===== src/rtl/noc_resp_axilite_pkg.sv =====
// Shared definitions for the NoC response to AXI-Lite bridge: FSM states,
// AXI response codes, NoC header field positions, message type codes,
// beat-count derivation and a byte-swap helper.
package noc_resp_axilite_pkg;

  typedef enum logic {ST_HDR, ST_DATA} state_e;

  localparam logic [1:0] AXI_OKAY   = 2'b00;
  localparam logic [1:0] AXI_SLVERR = 2'b10;

  // Header field positions shared by every NoC agent
  localparam int MSG_TYPE_LO   = 14;
  localparam int MSG_TYPE_W    = 8;
  localparam int MSG_LENGTH_LO = 22;
  localparam int MSG_LENGTH_W  = 8;

  localparam logic [MSG_TYPE_W-1:0] MSG_LOAD_MEM_ACK  = 8'd24;
  localparam logic [MSG_TYPE_W-1:0] MSG_STORE_MEM_ACK = 8'd25;

  // Number of NoC flits that make up one AXI data word
  function automatic int calc_beats(input int axi_w, input int noc_w);
    return axi_w / noc_w;
  endfunction

  localparam int SWAP_MAX_W = 1024;

  // Reverse the lowest nbytes bytes of d; bytes above nbytes come back zero
  function automatic logic [SWAP_MAX_W-1:0] byte_swap(input logic [SWAP_MAX_W-1:0] d,
                                                      input int nbytes);
    logic [SWAP_MAX_W-1:0] r;
    r = '0;
    for (int i = 0; i < SWAP_MAX_W/8; i++) begin
      if (i < nbytes) r[i*8 +: 8] = d[(nbytes-1-i)*8 +: 8];
    end
    return r;
  endfunction

endpackage


===== src/rtl/noc_resp_fifo.sv =====
// Synchronous first-word-fall-through FIFO. Head entry is visible on
// pop_data_o whenever the FIFO is non-empty; the output reads zero when empty.
module noc_resp_fifo #(
  parameter int WIDTH = 8,
  parameter int DEPTH = 4
) (
  input  logic             clk,
  input  logic             rst,
  input  logic             push_i,
  input  logic [WIDTH-1:0] push_data_i,
  output logic             full_o,
  input  logic             pop_i,
  output logic [WIDTH-1:0] pop_data_o,
  output logic             empty_o
);
  localparam int AW = $clog2(DEPTH);

  logic [WIDTH-1:0] mem_q [DEPTH];
  logic [AW:0]      wr_ptr_q, rd_ptr_q;
  logic             do_push, do_pop;

  assign full_o     = (wr_ptr_q[AW] != rd_ptr_q[AW]) && (wr_ptr_q[AW-1:0] == rd_ptr_q[AW-1:0]);
  assign empty_o    = (wr_ptr_q == rd_ptr_q);
  assign do_push    = push_i && !full_o;
  assign do_pop     = pop_i && !empty_o;
  assign pop_data_o = empty_o ? '0 : mem_q[rd_ptr_q[AW-1:0]];

  // Pointer update; push and pop may happen together
  always_ff @(posedge clk) begin
    if (rst) begin
      wr_ptr_q <= '0;
      rd_ptr_q <= '0;
    end else begin
      if (do_push) wr_ptr_q <= wr_ptr_q + 1'b1;
      if (do_pop)  rd_ptr_q <= rd_ptr_q + 1'b1;
    end
  end

  // Storage, no reset needed: contents are masked while empty
  always_ff @(posedge clk) begin
    if (do_push) mem_q[wr_ptr_q[AW-1:0]] <= push_data_i;
  end

endmodule


===== src/rtl/noc_resp_axilite_bridge.sv =====
// NoC memory-response packets to AXI-Lite R and B channels.
// Load acks assemble up to BEATS payload flits into one R word; store acks
// produce a B entry on their header. R and B are queued independently.
// Optional build macro NOCRESP_ENDIAN_SWAP_EN byte-reverses each payload flit.
module noc_resp_axilite_bridge
  import noc_resp_axilite_pkg::*;
#(
  parameter int NOC_DATA_WIDTH = 64,
  parameter int AXI_DATA_WIDTH = 256,
  parameter int AXI_RESP_WIDTH = 2,
  parameter int R_FIFO_DEPTH   = 4,
  parameter int B_FIFO_DEPTH   = 4
) (
  input  logic                      clk,
  input  logic                      rst,
  input  logic                      noc_valid_in,
  input  logic [NOC_DATA_WIDTH-1:0] noc_data_in,
  output logic                      noc_ready_out,
  output logic [AXI_DATA_WIDTH-1:0] m_axi_rdata,
  output logic [AXI_RESP_WIDTH-1:0] m_axi_rresp,
  output logic                      m_axi_rvalid,
  input  logic                      m_axi_rready,
  output logic [AXI_RESP_WIDTH-1:0] m_axi_bresp,
  output logic                      m_axi_bvalid,
  input  logic                      m_axi_bready
);
  localparam int BEATS = calc_beats(AXI_DATA_WIDTH, NOC_DATA_WIDTH);
  localparam int RW    = AXI_DATA_WIDTH + AXI_RESP_WIDTH;

  state_e                    state_q;
  logic [MSG_TYPE_W-1:0]     type_q;
  logic [MSG_LENGTH_W-1:0]   len_q, cnt_q;
  logic                      err_q;
  logic [AXI_DATA_WIDTH-1:0] beat_q, beat_d;

  logic [MSG_TYPE_W-1:0]     hdr_type;
  logic [MSG_LENGTH_W-1:0]   hdr_len;
  logic [NOC_DATA_WIDTH-1:0] flit_d;
  logic                      accept, last_flit;
  logic                      r_full, r_empty, b_full, b_empty;
  logic                      r_push, b_push;
  logic [RW-1:0]             r_push_data, r_pop_data;

  assign hdr_type = noc_data_in[MSG_TYPE_LO +: MSG_TYPE_W];
  assign hdr_len  = noc_data_in[MSG_LENGTH_LO +: MSG_LENGTH_W];

`ifdef NOCRESP_ENDIAN_SWAP_EN
  logic [SWAP_MAX_W-1:0] swap_in, swap_out;
  logic                  unused_swap_bits;
  // Widen the flit to the helper's width, reverse it, keep the low lane
  always_comb begin
    swap_in = '0;
    swap_in[NOC_DATA_WIDTH-1:0] = noc_data_in;
  end
  assign swap_out         = byte_swap(swap_in, NOC_DATA_WIDTH/8);
  assign flit_d           = swap_out[NOC_DATA_WIDTH-1:0];
  assign unused_swap_bits = ^swap_out;
`else
  assign flit_d = noc_data_in;
`endif

  // Header needs room for the single entry its packet may produce;
  // payload is always sunk since that room was reserved at header time.
  assign noc_ready_out = (state_q == ST_HDR) ? (!r_full && !b_full) : 1'b1;
  assign accept        = noc_valid_in && noc_ready_out;
  assign last_flit     = (state_q == ST_DATA) && (cnt_q == len_q - 1'b1);

  // Merge the current payload flit into its lane; overflow flits fall off
  always_comb begin
    beat_d = beat_q;
    if (state_q == ST_DATA && type_q == MSG_LOAD_MEM_ACK) begin
      for (int b = 0; b < BEATS; b++) begin
        if (int'(cnt_q) == b) beat_d[b*NOC_DATA_WIDTH +: NOC_DATA_WIDTH] = flit_d;
      end
    end
  end

  // Response pushes: zero-length load on the header, otherwise on last flit
  always_comb begin
    r_push      = 1'b0;
    b_push      = 1'b0;
    r_push_data = {{AXI_DATA_WIDTH{1'b0}}, AXI_RESP_WIDTH'(AXI_OKAY)};
    if (accept && state_q == ST_HDR) begin
      r_push = (hdr_type == MSG_LOAD_MEM_ACK) && (hdr_len == '0);
      b_push = (hdr_type == MSG_STORE_MEM_ACK);
    end else if (accept && last_flit && type_q == MSG_LOAD_MEM_ACK) begin
      r_push      = 1'b1;
      r_push_data = {beat_d, err_q ? AXI_RESP_WIDTH'(AXI_SLVERR) : AXI_RESP_WIDTH'(AXI_OKAY)};
    end
  end

  // Packet parser FSM
  always_ff @(posedge clk) begin
    if (rst) begin
      state_q <= ST_HDR;
      type_q  <= '0;
      len_q   <= '0;
      cnt_q   <= '0;
      err_q   <= 1'b0;
      beat_q  <= '0;
    end else if (accept) begin
      case (state_q)
        ST_HDR: begin
          type_q <= hdr_type;
          len_q  <= hdr_len;
          cnt_q  <= '0;
          beat_q <= '0;
          err_q  <= int'(hdr_len) > BEATS;
          if (hdr_len != '0) state_q <= ST_DATA;
        end
        ST_DATA: begin
          beat_q <= beat_d;
          cnt_q  <= cnt_q + 1'b1;
          if (last_flit) state_q <= ST_HDR;
        end
        default: state_q <= ST_HDR;
      endcase
    end
  end

  noc_resp_fifo #(.WIDTH(RW), .DEPTH(R_FIFO_DEPTH)) u_r_fifo (
    .clk         (clk),
    .rst         (rst),
    .push_i      (r_push),
    .push_data_i (r_push_data),
    .full_o      (r_full),
    .pop_i       (m_axi_rready),
    .pop_data_o  (r_pop_data),
    .empty_o     (r_empty)
  );

  noc_resp_fifo #(.WIDTH(AXI_RESP_WIDTH), .DEPTH(B_FIFO_DEPTH)) u_b_fifo (
    .clk         (clk),
    .rst         (rst),
    .push_i      (b_push),
    .push_data_i (AXI_RESP_WIDTH'(AXI_OKAY)),
    .full_o      (b_full),
    .pop_i       (m_axi_bready),
    .pop_data_o  (m_axi_bresp),
    .empty_o     (b_empty)
  );

  assign m_axi_rvalid = !r_empty;
  assign m_axi_bvalid = !b_empty;
  assign {m_axi_rdata, m_axi_rresp} = r_pop_data;

endmodule


===== config.mk =====
export PLATFORM = sky130hd
export DESIGN_NAME = noc_resp_axilite_bridge
export DESIGN_NICKNAME = d
export VERILOG_FILES = /design/src/rtl/noc_resp_axilite_pkg.sv /design/src/rtl/noc_resp_fifo.sv /design/src/rtl/noc_resp_axilite_bridge.sv
export SDC_FILE = /design/constraint.sdc
export NUM_CORES = 2
export LEC_CHECK = 0
export BUFFER_PORTS_ARGS = -buffer_cell sky130_fd_sc_hd__clkbuf_2
export CORE_ASPECT_RATIO = 1.25
export CORE_MARGIN = 5
export CORE_UTILIZATION = 55
export CTS_BUF_LIST = sky130_fd_sc_hd__clkbuf_8
export CTS_CLUSTER_SIZE = 25
export DETAILED_ROUTE_END_ITERATION = 10
export HOLD_SLACK_MARGIN = 0.05
export PLACE_DENSITY = 0.73
export SYNTH_ARGS = -nofsm -noshare
export SYNTH_HDL_FRONTEND = slang
export SYNTH_HIERARCHICAL = 1
export SYNTH_SLANG_ARGS = --single-unit

===== constraint.sdc =====
create_clock -name clk -period 27 [get_ports clk]
set_input_delay 5.4 -clock clk [delete_from_list [all_inputs] [get_ports clk]]
set_output_delay 5.4 -clock clk [all_outputs]
set_load 0.01 [all_outputs]

==> results by stage <==
Worst setup path:
- The worst setup path is of the primary input to flip-flop kind.
- The endpoint identified for the worst register-to-register timing path is u_r_fifo/mem_q[3][192].
- The largest individual stage delay along the critical path comes from the cell or4b_4.
- The worst path buffer plus inverter count is 4.
- STA classifies the critical path startpoint as a primary input.
- At the worst endpoint, the required time is 27460 ps.
- The cell family contributing the most delay on the critical path is buffers and inverters.
- On the worst path, the slowest cell contributes a delay of 910 ps.
- In this design, the critical path's most frequently occurring cell is buf_4.
- The kind of end point of the critical path is a flip-flop.
- Along the worst path, the maximum fanout reaches 61.
- Setup slack on the worst reg-to-reg path comes out at 20110 ps.
- Data on the critical path arrives at its endpoint at 11140 ps.
- Counting cells, the worst reg-to-reg path comes to 12.
- The critical path goes through clkbuf_2 > nand3_1 > or4b_1 > or4b_4 > o31ai_1 > nand2_1 > nor2_4 > buf_4 > buf_4 > buf_4.
- The startpoint identified for the worst register-to-register timing path is len_q[0].

Die:
- The floorplan row count is 129.
- In this run the count of I/O pins placed on the die edge is 332.
- The starting density of the core is 55.15%.
- The die area is 0.1053 mm^2.
- The overall die height is 361.6 um.
- The die is 291.3 um wide.
- The core area is 0.09862 mm^2.

Global routing:
- Global routing used 25.59% of the available tracks.
- The via count of the first global-routing pass is 32.33k.
- The first global-routing pass estimated 204900 um of wire.
- Entering global routing, the biggest net connects 158 pins.
- After global routing the overflow that remains totals 0.
- The number of antenna violations at the first check in global routing is 13.

Timing:
- The peak clock frequency supported by timing is 93.58 MHz.
- Setup repair after global routing left no endpoint under its margin.
- The tightest hold path in the finished design has a slack of 458.7 ps.
- Setup violations remaining at the end of the flow were counted as 0.
- Subtracting the final worst setup slack from the clock period gives 10690 ps.
- The worst pin sits at a relative slew slack of 6.431%.
- The final hold violation count is 0.
- The number of slew-limit violations in the final report is 0.
- The final-layout setup total negative slack is 0 ps.
- The measured slew at the worst slew-check pin is 1404 ps.
- For the final database, setup skew stands at 40.89 ps.
- The final clock period utilization by the worst path is 39.58%.

CTS:
- Once the clock tree was built, the resizer swapped 0 gates to a different size.
- The worst-skew pair later-pin latency is 860 ps.
- The tree is rooted in a clkbuf_8.
- TritonCTS built the clock tree.
- The count of clock tree sinks is 1338.
- The H-tree depth is 4.
- After clock tree synthesis, the clock-pin slew on the worst setup and hold paths is 60 ps.
- The setup fix buffers added after clock tree synthesis is 0.
- In this run, CTS created clock tree buffers numbering 190.
- The number of hold buffers added after CTS is 0.
- The worst-case clock buffer depth is 3.

Placed design:
- The instance area at placement is 0.05704 mm^2.
- The final HPWL from detailed placement is 78750 um.
- The total instance count after detailed placement is 4937.
- In this run the tool buffered the top-level ports with 331 buffer cells.
- The placer's final routability congestion estimate is 0.8447.

Final layout:
- In the final layout, flip-flops and latches occupy 0.03720 mm^2.
- Once layout is complete, the cells apart from fillers number 5307.
- The synthesis-to-finish area growth is 12.01%.
- The multi-input logic area is 0.01608 mm^2.
- The final design area excluding fillers is 0.06092 mm^2.
- Cells with a size suffix above 1 make up 28.93% of the layout.
- The net count reported at finish is 3904.
- The number of fill cells is 7249.

Logic synthesis:
- The most used flip-flop cell after synthesis is edfxtp_1.
- Each instance of the synthesized netlist takes up on average 15.64 um^2.
- In the synthesized netlist, the cells that appear most often are 1040 x edfxtp_1, 563 x nand2_1, 327 x nor2b_1, 298 x dfxtp_1, 260 x mux4_2.
- In the post-synthesis netlist, the biggest area contributors are edfxtp_1 57%, dfxtp_1 11%, mux4_2 11%, a22o_1 4.1%, nand2_1 3.9%.
- Of all cell types, the one taking the most synthesized area is edfxtp_1.
- The post-synthesis async set-or-reset flop share is 0%.
- Synthesis produced a netlist whose cell count is 3478.
- In this run, distinct cell masters in the synthesized netlist total 50.
- By instance count, the leading cell after synthesis is edfxtp_1.
- The count of state elements after synthesis is 1338.
- The register area share after synthesis is 68.39%.
- The number of synthesized flops with an enable pin is 1040.
- The cell area that synthesis handed to floorplanning was 0.05439 mm^2.
- The synthesis warning total is 6.
- Of the post-synthesis cell area, the dominant cell type holds 57.42%.

Detailed routing:
- The remaining routing DRC violations is 0.
- Wires add up to 136400 um.
- The total number of vias is 31.90k.
- The remaining number of nets flagged by the antenna check after routing is 0.
- The pre-antenna-repair detailed-routing pass consisted of 5 iterations.
- For this block, the initial DRC count from the detailed router was 3130.
- In the final routed layout, each cell accounts on average for 25.71 um.
- The via count normalized by instance count is 6.011.

Min path:
- The launch point of the worst hold path is type_q[7].
- Along the worst hold path, the cell count comes to 2.
- The path type of the worst min-delay path is flip-flop to flip-flop.
- The worst hold path terminates at type_q[7].

Outcome:
- The run finished with clean final reports.

Power and ir drop:
- Dividing total power by cell area gives a power density of 70.13 mW/mm^2.
- The maximum resistive drop on vdd is 0.04738 mV.
- The total leakage power is 19.67 nW.
- After layout, the design draws a total of 4.273 mW.

Flow run:
- Across the run, the number of max-cap violations was 0.
[flip-flops by register name, summed over array words and instances, names as in the netlist, named ones only]
register           count
len_q                  8
cnt_q                  8
u_r_fifo/wr_ptr_q      3
err_q                  1
u_r_fifo/mem_q      1032
u_b_fifo/rd_ptr_q      3
state_q                1
beat_q               256
u_b_fifo/wr_ptr_q      3
u_r_fifo/rd_ptr_q      3
u_b_fifo/mem_q         8
type_q                 8
[stage by stage]
step / setup WS [ps] / utilization (%)
after floorplan: 8027 / -
after global placement: 15590 / 57.84
after detailed placement: 15500 / 57.84
after CTS: 16030 / 61.72
after global routing: 16070 / 61.77
final: 16310 / 61.78
[placed cells by master, fill, tap and decap left out, drive strengths merged, types with 3 or more instances in the layout]
cell type	count
nand2	563
dfxtp	298
clkinv	56
or4	3
a22o	256
or2	4
a41oi	4
o21ai	14
nand3	16
o211ai	9
ha	15
nor3	9
xnor2	11
nand4	11
nor2b	327
buf	50
and3	6
conb	12
a211o	5
bufinv	7
or4b	3
mux4	260
diode	11
clkbuf	546
a31oi	7
edfxtp	1040
inv	93
and2	7
a21oi	285
nor2	25
nor3b	10
xor2	15
[report_power, final]
group / internal [mW] / switching, mW / total (mW) / leakage [nW]
Clock: 0.807 / 0.760 / 1.57 / 2.24
Combinational: 0.226 / 0.272 / 0.498 / 5.39
Sequential: 2.19 / 0.0146 / 2.21 / 12.0
[worst min-delay path: cells and delay by family, from the launching register on]
family          cells  cell delay, ps
compound gates      1              50
simple gates        1              50
flops               1             310
[metal layers]
metal | vias up | global-route usage (%) | part of all wire (%)
met5 | - | 0 | 0.0059
met4 | 2 | 9.831 | 3.1
met3 | 269 | 4.648 | 8.5
met2 | 1546 | 40.73 | 49
met1 | 16200 | 35.82 | 40
li1 | 13884 | - | -
[layout make-up]
class | count | share of cell area, %
Sequential cell | 1338 | 61.07
Clock inverter | 142 | 1.407
Inverter | 16 | 0.09858
Antenna cell | 11 | 0.04518
Timing Repair Buffer | 380 | 3.422
Multi-Input combinational cell | 1894 | 26.39
Clock buffer | 216 | 4.880
Tap cell | 1310 | 2.690
[cells by family (layout without fill, tap and decap cells)]
logic type	Yosys count	in the layout	synth area share [%]
compound gates	587	587	8.845
xor+xnor	26	26	0.4463
fa+ha+maj	15	15	0.3451
buf+inv	257	754	2.379
flops	1338	1338	68.39
mux	260	260	10.77
other cells	1	23	0.006895
simple gates	994	994	8.827
[worst max path at each step]
stage / from / to / slack [ps] / cells past startpoint
2_1_floorplan: noc_valid_in / u_r_fifo/mem_q[3][0] / 8030 / 9
6_report: noc_valid_in / u_r_fifo/mem_q[3][192] / 16310 / 10
4_1_cts: u_r_fifo/wr_ptr_q[1] / m_axi_rdata[207] / 16030 / 7
5_1_grt: u_r_fifo/wr_ptr_q[1] / m_axi_rdata[78] / 16070 / 8
3_5_place_dp: noc_valid_in / u_r_fifo/mem_q[3][192] / 15500 / 10
3_3_place_gp: noc_valid_in / u_r_fifo/mem_q[3][187] / 15590 / 10
Note: power is estimated with default switching activity, not from simulation.
